<file path="src/rtl/alu_seq_ctrl.sv">
// Sequencer that accepts one ALU request at a time and drives an external combinational ALU.
// It registers the response and holds it until the consumer takes it.
module alu_seq_ctrl #(
    parameter int N = 32
) (
    input  logic         clk,
    input  logic         rst,
    input  logic         in_valid,
    output logic         in_ready,
    input  logic [4:0]   in_op,
    input  logic [N-1:0] in_a,
    input  logic [N-1:0] in_b,
    output logic [N-1:0] alu_a,
    output logic [N-1:0] alu_b,
    output logic [5:0]   alu_control,
    input  logic [N-1:0] alu_result,
    input  logic [12:0]  alu_flags,
    output logic         out_valid,
    input  logic         out_ready,
    output logic [N-1:0] out_result,
    output logic         out_cond,
    output logic         out_err,
    output logic [15:0]  op_count
);

    typedef enum logic [1:0] {IDLE, EXEC, DONE} state_t;

    state_t       state, state_nxt;
    logic [4:0]   op_q;
    logic [N-1:0] a_q, b_q;
    logic         accept, retire, bad_req;
    logic [3:0]   cond_idx;
    logic         cond_sel;

    // Ops 0..6 use a sparse encoding; ops 7..19 use a contiguous block starting at 001100.
    function automatic logic [5:0] map_ctrl(input logic [4:0] op);
        case (op)
            5'd0:    map_ctrl = 6'b000000;
            5'd1:    map_ctrl = 6'b000001;
            5'd2:    map_ctrl = 6'b000010;
            5'd3:    map_ctrl = 6'b000100;
            5'd4:    map_ctrl = 6'b000101;
            5'd5:    map_ctrl = 6'b000110;
            5'd6:    map_ctrl = 6'b000111;
            default: map_ctrl = (op <= 5'd19) ? ({1'b0, op} + 6'd5) : 6'b000000;
        endcase
    endfunction

    assign accept  = in_valid && (state == IDLE);
    assign retire  = out_ready && (state == DONE);
    // An illegal op or a divide by zero never reaches the ALU.
    assign bad_req = (in_op > 5'd19) || ((in_op == 5'd3) && (in_b == '0));

    assign cond_idx = 4'(op_q - 5'd7);
    assign cond_sel = (op_q >= 5'd7) && alu_flags[cond_idx];

    always_comb begin
        state_nxt   = state;
        in_ready    = 1'b0;
        out_valid   = 1'b0;
        alu_a       = '0;
        alu_b       = '0;
        alu_control = 6'b000000;
        case (state)
            IDLE: begin
                in_ready = 1'b1;
                if (in_valid) state_nxt = bad_req ? DONE : EXEC;
            end
            EXEC: begin
                alu_a       = a_q;
                alu_b       = b_q;
                alu_control = map_ctrl(op_q);
                state_nxt   = DONE;
            end
            DONE: begin
                out_valid = 1'b1;
                if (out_ready) state_nxt = IDLE;
            end
            default: state_nxt = IDLE;
        endcase
    end

    always_ff @(posedge clk or posedge rst) begin
        if (rst) state <= IDLE;
        else     state <= state_nxt;
    end

    always_ff @(posedge clk or posedge rst) begin
        if (rst) begin
            op_q       <= '0;
            a_q        <= '0;
            b_q        <= '0;
            out_result <= '0;
            out_cond   <= 1'b0;
            out_err    <= 1'b0;
        end else if (accept) begin
            op_q <= in_op;
            a_q  <= in_a;
            b_q  <= in_b;
            if (bad_req) begin
                out_result <= '0;
                out_cond   <= 1'b0;
                out_err    <= 1'b1;
            end
        end else if (state == EXEC) begin
            out_result <= alu_result;
            out_cond   <= cond_sel;
            out_err    <= 1'b0;
        end
    end

    always_ff @(posedge clk or posedge rst) begin
        if (rst)                              op_count <= '0;
        else if (retire && op_count != 16'hFFFF) op_count <= op_count + 16'd1;
    end

endmodule

</file>
<file path="config.mk">
export PLATFORM = sky130hd
export DESIGN_NAME = alu_seq_ctrl
export DESIGN_NICKNAME = d
export VERILOG_FILES = /design/src/rtl/alu_seq_ctrl.sv
export SDC_FILE = /design/constraint.sdc
export NUM_CORES = 1
export LEC_CHECK = 0
export BUFFER_PORTS_ARGS = -buffer_cell sky130_fd_sc_hd__buf_2
export CAP_MARGIN = 20
export CORE_ASPECT_RATIO = 0.5
export CORE_UTILIZATION = 43
export DETAILED_ROUTE_END_ITERATION = 6
export GPL_ROUTABILITY_DRIVEN = 0
export PLACE_DENSITY = 0.76
export SETUP_SLACK_MARGIN = 0.05
export SYNTH_ARGS = -nofsm -noshare
export SYNTH_HDL_FRONTEND = slang
export SYNTH_SLANG_ARGS = --single-unit
</file>
<file path="constraint.sdc">
create_clock -name clk -period 4.21 [get_ports clk]
set_clock_uncertainty 0.15 [all_clocks]
set_input_delay 0.842 -clock clk [delete_from_list [all_inputs] [get_ports clk]]
set_output_delay 0.842 -clock clk [all_outputs]
set_load 0.005 [all_outputs]
</file>
==> results.yml, run 1 <==
final_layout:
  fin_nets: 822
  synthToLayoutAreaGrowth_pct: 35.1
  final_cell_count_no_fill: 876
  fraction_of_layout_instances_using_a_drive_strength_above_1_pct: 48.8
  antenna_cells: 0
  finish.utilization_pct: 61.6
route:
  post_detailed_route_count_of_antenna_violating_nets: 0
  drt_first_pass_iters: 4
  dr.first_iter.drc_count: 266
  drcViolationCount: 0
  detail_routed_net_length_per_standard_cell_microns: 15.6
  via_count: 4430
  detail_route.vias_per_cell: 5.06
  postRouteWirelength_microns: 13700
grt:
  pin_count_of_the_biggest_net_entering_global_routing: 85
  grt_overflow_total: 0
  grt_first_pass_wirelength_microns: 20800
  grt_use_total_pct: 20.2
  antenna_found_initial: 0
  first_global_vias: 4188
clock_network:
  ctsLongestPathBuffers: 2
  postCtsSetupRepairBufs: 0
  hold_buffers: 0
  tritoncts: "yes"
  cts_num_sinks: 121
  clk_root_buffer_cell: "clkbuf_16"
  path_clk_slew_ns: 0.06
  cts_buffers: 17
  cts-resized-gates: 0
  ctsHtreeMaxLevel: 4
  clk-insertion-delay-late_ns: 0.40
synth:
  synth.distinct_cells: 42
  synth-async-reset-ratio_pct: 100
  portion_of_synthesized_cell_area_occupied_by_the_leading_cell_type_pct: 54.3
  largest_area_contributor_in_the_netlist: "dfrtp_1"
  synth-main-ff-cell: "dfrtp_1"
  count_of_warnings_emitted_by_yosys: 0
  synth_fp_nets: 588
  post_synth.cell_area_avg_sq_um: 12.0
  synth_top_cells_by_area: "dfrtp_1 54%, mux2_2 13%, and2_1 7.6%, a22o_1 5.2%, xnor2_1 1.6%"
  flops_latches_synth: 121
  post_synth_inst_count: 465
  synth_sequential_area_ratio_pct: 54.3
  synth_enable_flop_cells: 0
  synth_area_sq_um: 5570
critical_path:
  worst_ep_required_ns: 3.22
  critPathMaxFanout: 11
  end_kind: "primary output"
  worstReg2RegEnd: "b_q[11]"
  ff2ff_setup_slack_ns: 1.77
  reg2reg_from: "state[1]"
  worstSetupStartpointType: "flip-flop"
  worst-endpoint-arrival_ns: 2.60
  setup.worst_path.class: "flip-flop to primary output"
  reg2regPathDepth: 4
timing:
  setup_viol: 0
  timing.setup.tns_ns: 0
  portion_of_the_clock_cycle_consumed_by_the_worst_path_in_the_final_layout_pct: 85.4
  final_hold_violating_endpoints: 0
  fmax_mhz: 278
  fin_worst_hold_slack_ns: 0.334
  rsz0062_at_grt: "false"
  worst-slew-pin-transition_ns: 0.879
  final.min_clock_period_ns: 3.60
  relative_slew_margins_pct: 41.4
  finalMaxSlewViolations: 0
floorplanning:
  rows: 28
  die_w_microns: 163
  floorplan.core_area_sq_um: 12200
  initial_utilization_pct: 45.6
  floorplan.die.height_microns: 82.5
  floorplan.io_pins: 240
  die_area_sq_um: 13400
power_and_ir_drop:
  power.density_nw_per_um2: 616
  finalPower_mw: 4.64
  power.ir.vdd_worst_mv: 0.306
  cellLeakagePower_nw: 3.80
worst_hold_path:
  hold_path.startpoint: "op_count[12]"
  kind_of_path_behind_the_tightest_hold_check: "flip-flop to flip-flop"
  min_path_cells: 1
  worstHoldEndpoint: "op_count[12]"
job:
  max_cap_viols: 0
placement:
  buffer_ports.inserted: 238
  place.detailed.hpwl_microns: 9820
  placed_instances: 845
outcome:
  outcome: "complete, no violations"
[registers in the layout, summed over array words and instances (netlist names)]
signal      flops
a_q            32
b_q            32
op_count       16
op_q            5
out_cond        1
out_err         1
out_result     32
state           2
[layer usage]
metal / GRT usage, % / share of wire [%] / up-vias
met2: 35.2 / 51 / 128
met3: 4.45 / 5.0 / 18
met1: 25.3 / 43 / 2159
met4: 6.73 / 0.94 / 0
met5: 0 / 0 / -
li1: - / - / 2125
[worst max path at each step]
| stage | start | to |
|---|---|---|
| 6_report | op_q[0] | alu_control[2] |
| 5_1_grt | op_q[0] | alu_control[2] |
| 4_1_cts | op_q[0] | alu_control[2] |
| 3_5_place_dp | op_q[0] | alu_control[2] |
| 3_3_place_gp | op_q[0] | alu_control[2] |
| 2_1_floorplan | op_q[0] | alu_control[2] |
[cell usage after synthesis (4+ instances only)]
cell type	count
xor2_1	7
nor3_1	11
and2_1	68
a22o_1	33
dfrtp_1	121
nand3_1	8
a21oi_1	8
nor2_1	16
nor4_1	9
buf_2	10
o21ai_0	10
nand4_1	9
mux2_2	66
nand2b_1	4
clkbuf_1	14
ha_1	5
xnor2_1	10
inv_1	7
nand2_1	15
[kinds of logic (layout without fill, tap and decap cells)]
family	after synthesis	count (layout)	share of synthesized area (%)
AOI/OAI and AO/OA	63	63	8.47
xor gates and xnor gates	17	17	2.67
adders and majority gates	5	5	1.12
buffers and inverters	35	281	3.05
DFF	121	121	54.3
muxes	69	69	14.3
other	1	1	0.0673
and+or+nand+nor	154	154	15.9
[worst max-delay path, cell delays in order, from the launching register on]
cell and delay (ns):
dfrtp_1 0.56, inv_1 0.15, ha_1 0.25, nor3_1 0.31
nor4_1 0.11, a21oi_1 0.24, a21oi_1 0.10, a221oi_1 0.29
buf_2 0.17
[per-stage QoR]
step | worst slack (ns) | area, sq um
after floorplan | 1.46 | 5580
after global placement | 1.20 | 6900
after detailed placement | 1.10 | 6900
after CTS | 0.672 | 7530
after global routing | 0.453 | 7530
final | 0.615 | 7530
[final cells by class]
class	count	area [sq um]
clock buffers	20	457
clock inverters	11	171
fillers	1024	4700
inverters	7	30.0
multi-input cells	309	2380
flip-flops and latches	121	3030
well taps	165	206
repair buffers	243	1250
[layout by cell type (no fill, tap or decap), drive strengths merged, types with 8 or more instances in the layout]
cell,netlist,final
nor3,11,11
a22o,33,33
a21oi,8,8
mux2,66,66
nand4,9,9
nand2,15,15
nand3,8,8
clkbuf,14,20
o21ai,10,10
nor2,17,17
xnor2,10,10
and2,68,68
buf,14,243
nor4,10,10
dfrtp,121,121
[where the power goes]
| part | total, mW | switching, mW | internal (mW) |
|---|---|---|---|
| clock | 1.53 | 0.508 | 1.02 |
| sequential | 1.85 | 0.262 | 1.58 |
| combinational | 1.26 | 0.564 | 0.698 |
Note: power is estimated with default switching activity, not from simulation.
==> run 2, diff against run 1 <==
--- a/config.mk
+++ b/config.mk
@@ -8,10 +8,12 @@
 export BUFFER_PORTS_ARGS = -buffer_cell sky130_fd_sc_hd__buf_2
 export CAP_MARGIN = 20
 export CORE_ASPECT_RATIO = 0.5
+export CORE_MARGIN = 3
 export CORE_UTILIZATION = 43
 export DETAILED_ROUTE_END_ITERATION = 6
 export GPL_ROUTABILITY_DRIVEN = 0
 export PLACE_DENSITY = 0.76
+export RECOVER_POWER = 25
 export SETUP_SLACK_MARGIN = 0.05
 export SYNTH_ARGS = -nofsm -noshare
 export SYNTH_HDL_FRONTEND = slang
==> results.yml, run 2 (same netlist as run 1, synthesis figures left out) <==
outcome:
  failed_checks: "capacitance limit, slew limit"
  outcome: "complete, but fails checks"
critical_path:
  critical_path.cell_chain: "inv_1 -> ha_1 -> nor3_1 -> nor4_1 -> a21oi_1 -> a21oi_1 -> a221oi_1 -> buf_2"
  cp-startpoint: "op_q[0]"
  worstSetupStartpointType: "flip-flop"
  timing.critical_path.slowest_cell_delay_ns: 0.57
  critPathMaxFanout: 11
  cpMaxStageDelayCell: "dfrtp_1"
  reg2regPathDepth: 7
  end_kind: "primary output"
  setup.worst_path.class: "flip-flop to primary output"
  critical-path-top-cell-by-count: "a21oi_1"
  worst-endpoint-arrival_ns: 2.58
  reg2reg_from: "op_q[0]"
  worst_ep_required_ns: 3.22
route:
  drcViolationCount: 0
  postRouteWirelength_microns: 14600
  detail_route.vias_per_cell: 5.06
  via_count: 4447
  detail_routed_net_length_per_standard_cell_microns: 16.6
  drt_first_pass_iters: 4
  dr.first_iter.drc_count: 205
  post_detailed_route_count_of_antenna_violating_nets: 0
placement:
  buffer_ports.inserted: 238
  place.detailed.hpwl_microns: 10700
  preCtsSetupSlack_ns: 1.10
clock_network:
  postCtsSetupRepairBufs: 0
  clk_root_buffer_cell: "clkbuf_16"
  path_clk_slew_ns: 0.05
  cts_num_sinks: 121
  ctsLongestPathBuffers: 2
  tritoncts: "yes"
  ctsHtreeMaxLevel: 4
  clk-insertion-delay-late_ns: 0.40
  cts_buffers: 17
  cts-resized-gates: 0
  hold_buffers: 0
final_layout:
  fraction_of_layout_instances_using_a_drive_strength_above_1_pct: 48.6
  regArea_sq_um: 3030
  commonest_cells_after_routing_fill_and_taps_aside: "237 x buf_2, 121 x dfrtp_1, 67 x and2_1"
  layout_top_registers: "a_q: 32 flops, b_q: 32 flops, out_result: 32 flops"
  synthToLayoutAreaGrowth_pct: 35.7
  fillerInstances: 1005
  mostFrequentLayoutCell: "buf_2"
  antenna_cells: 0
  multi_input_area_sq_um: 2380
  fin_nets: 825
floorplanning:
  floorplan.io_pins: 240
  floorplan.die.height_microns: 86.5
  die_area_sq_um: 14400
  rows: 28
  initial_utilization_pct: 45.6
  floorplan.core_area_sq_um: 12200
  die_w_microns: 167
grt:
  grt_use_total_pct: 20.1
  first_global_vias: 4591
  grt_first_pass_wirelength_microns: 23300
  grt_overflow_total: 0
  pin_count_of_the_biggest_net_entering_global_routing: 49
  antenna_found_initial: 0
timing:
  timing.setup.tns_ns: 0
  post-route-worst-setup-slack_ns: 0.640
  portion_of_the_clock_cycle_consumed_by_the_worst_path_in_the_final_layout_pct: 84.8
  final.min_clock_period_ns: 3.57
  rsz0062_at_grt: "false"
  final_hold_violating_endpoints: 0
  finalMaxSlewViolations: 41
  relative_slew_margins_pct: -43.8
  worst-slew-pin-transition_ns: 2.16
  setup_viol: 0
  fmax_mhz: 280
power_and_ir_drop:
  cellLeakagePower_nw: 3.83
  power.ir.vdd_worst_mv: 0.269
  power.density_nw_per_um2: 631
job:
  max_cap_viols: 1
worst_hold_path:
  kind_of_path_behind_the_tightest_hold_check: "primary input to asynchronous set/reset pin"
[run 2: path summary, 6_finish.rpt]
kind	to	slack, ns
hold reg to reg	op_count[12]	0.33
setup / recovery	alu_control[2]	0.64
min in group clk	op_count[12]	0.33
setup reg to reg	out_cond	1.78
hold / removal	out_result[10]	0.16
max in group asynchronous	b_q[4]	0.96
[run 2: through the flow]
step	instances	util, %	cell area (sq um)	total power, mW	hold slack, ns
global route	879	61.9	7560	5.05	0.168
detailed placement	847	56.6	6920	3.16	0.326
finish	879	61.9	7560	4.77	0.163
CTS	878	62.0	7580	4.82	0.337
floorplan	465	-	5580	2.65	0.320
global placement	847	56.6	6920	3.09	0.321
[run 2: final cells by class]
type	count	share of cell area (%)
multi-input cells	309	31.5
clock inverters	12	2.95
flip-flops and latches	121	40.0
repair buffers	246	16.6
well taps	165	2.73
clock buffers	19	5.86
inverters	7	0.364
[run 2: routing by layer]
layer  vias to the layer above  part of all wire [%]  track usage, %
li1                       2120                     -               -
met1                      2172                    43            25.3
met2                       139                    51            34.9
met3                        16                   5.3            5.06
met4                         0                   1.4            6.14
met5                         -                     0               0
[run 2: power breakdown]
| group | internal, mW | switching, mW |
|---|---|---|
| registers | 1.58 | 0.267 |
| clock network | 1.12 | 0.520 |
| logic | 0.697 | 0.577 |
[run 2: critical path: cells and delay by family, from the launching register on]
family / cells / cell delay (ns)
AO/OA/AOI/OAI: 3 / 0.61
adder cells (fa/ha/maj): 1 / 0.25
buffers and inverters: 2 / 0.34
flip-flops: 1 / 0.57
AND/OR/NAND/NOR: 2 / 0.41
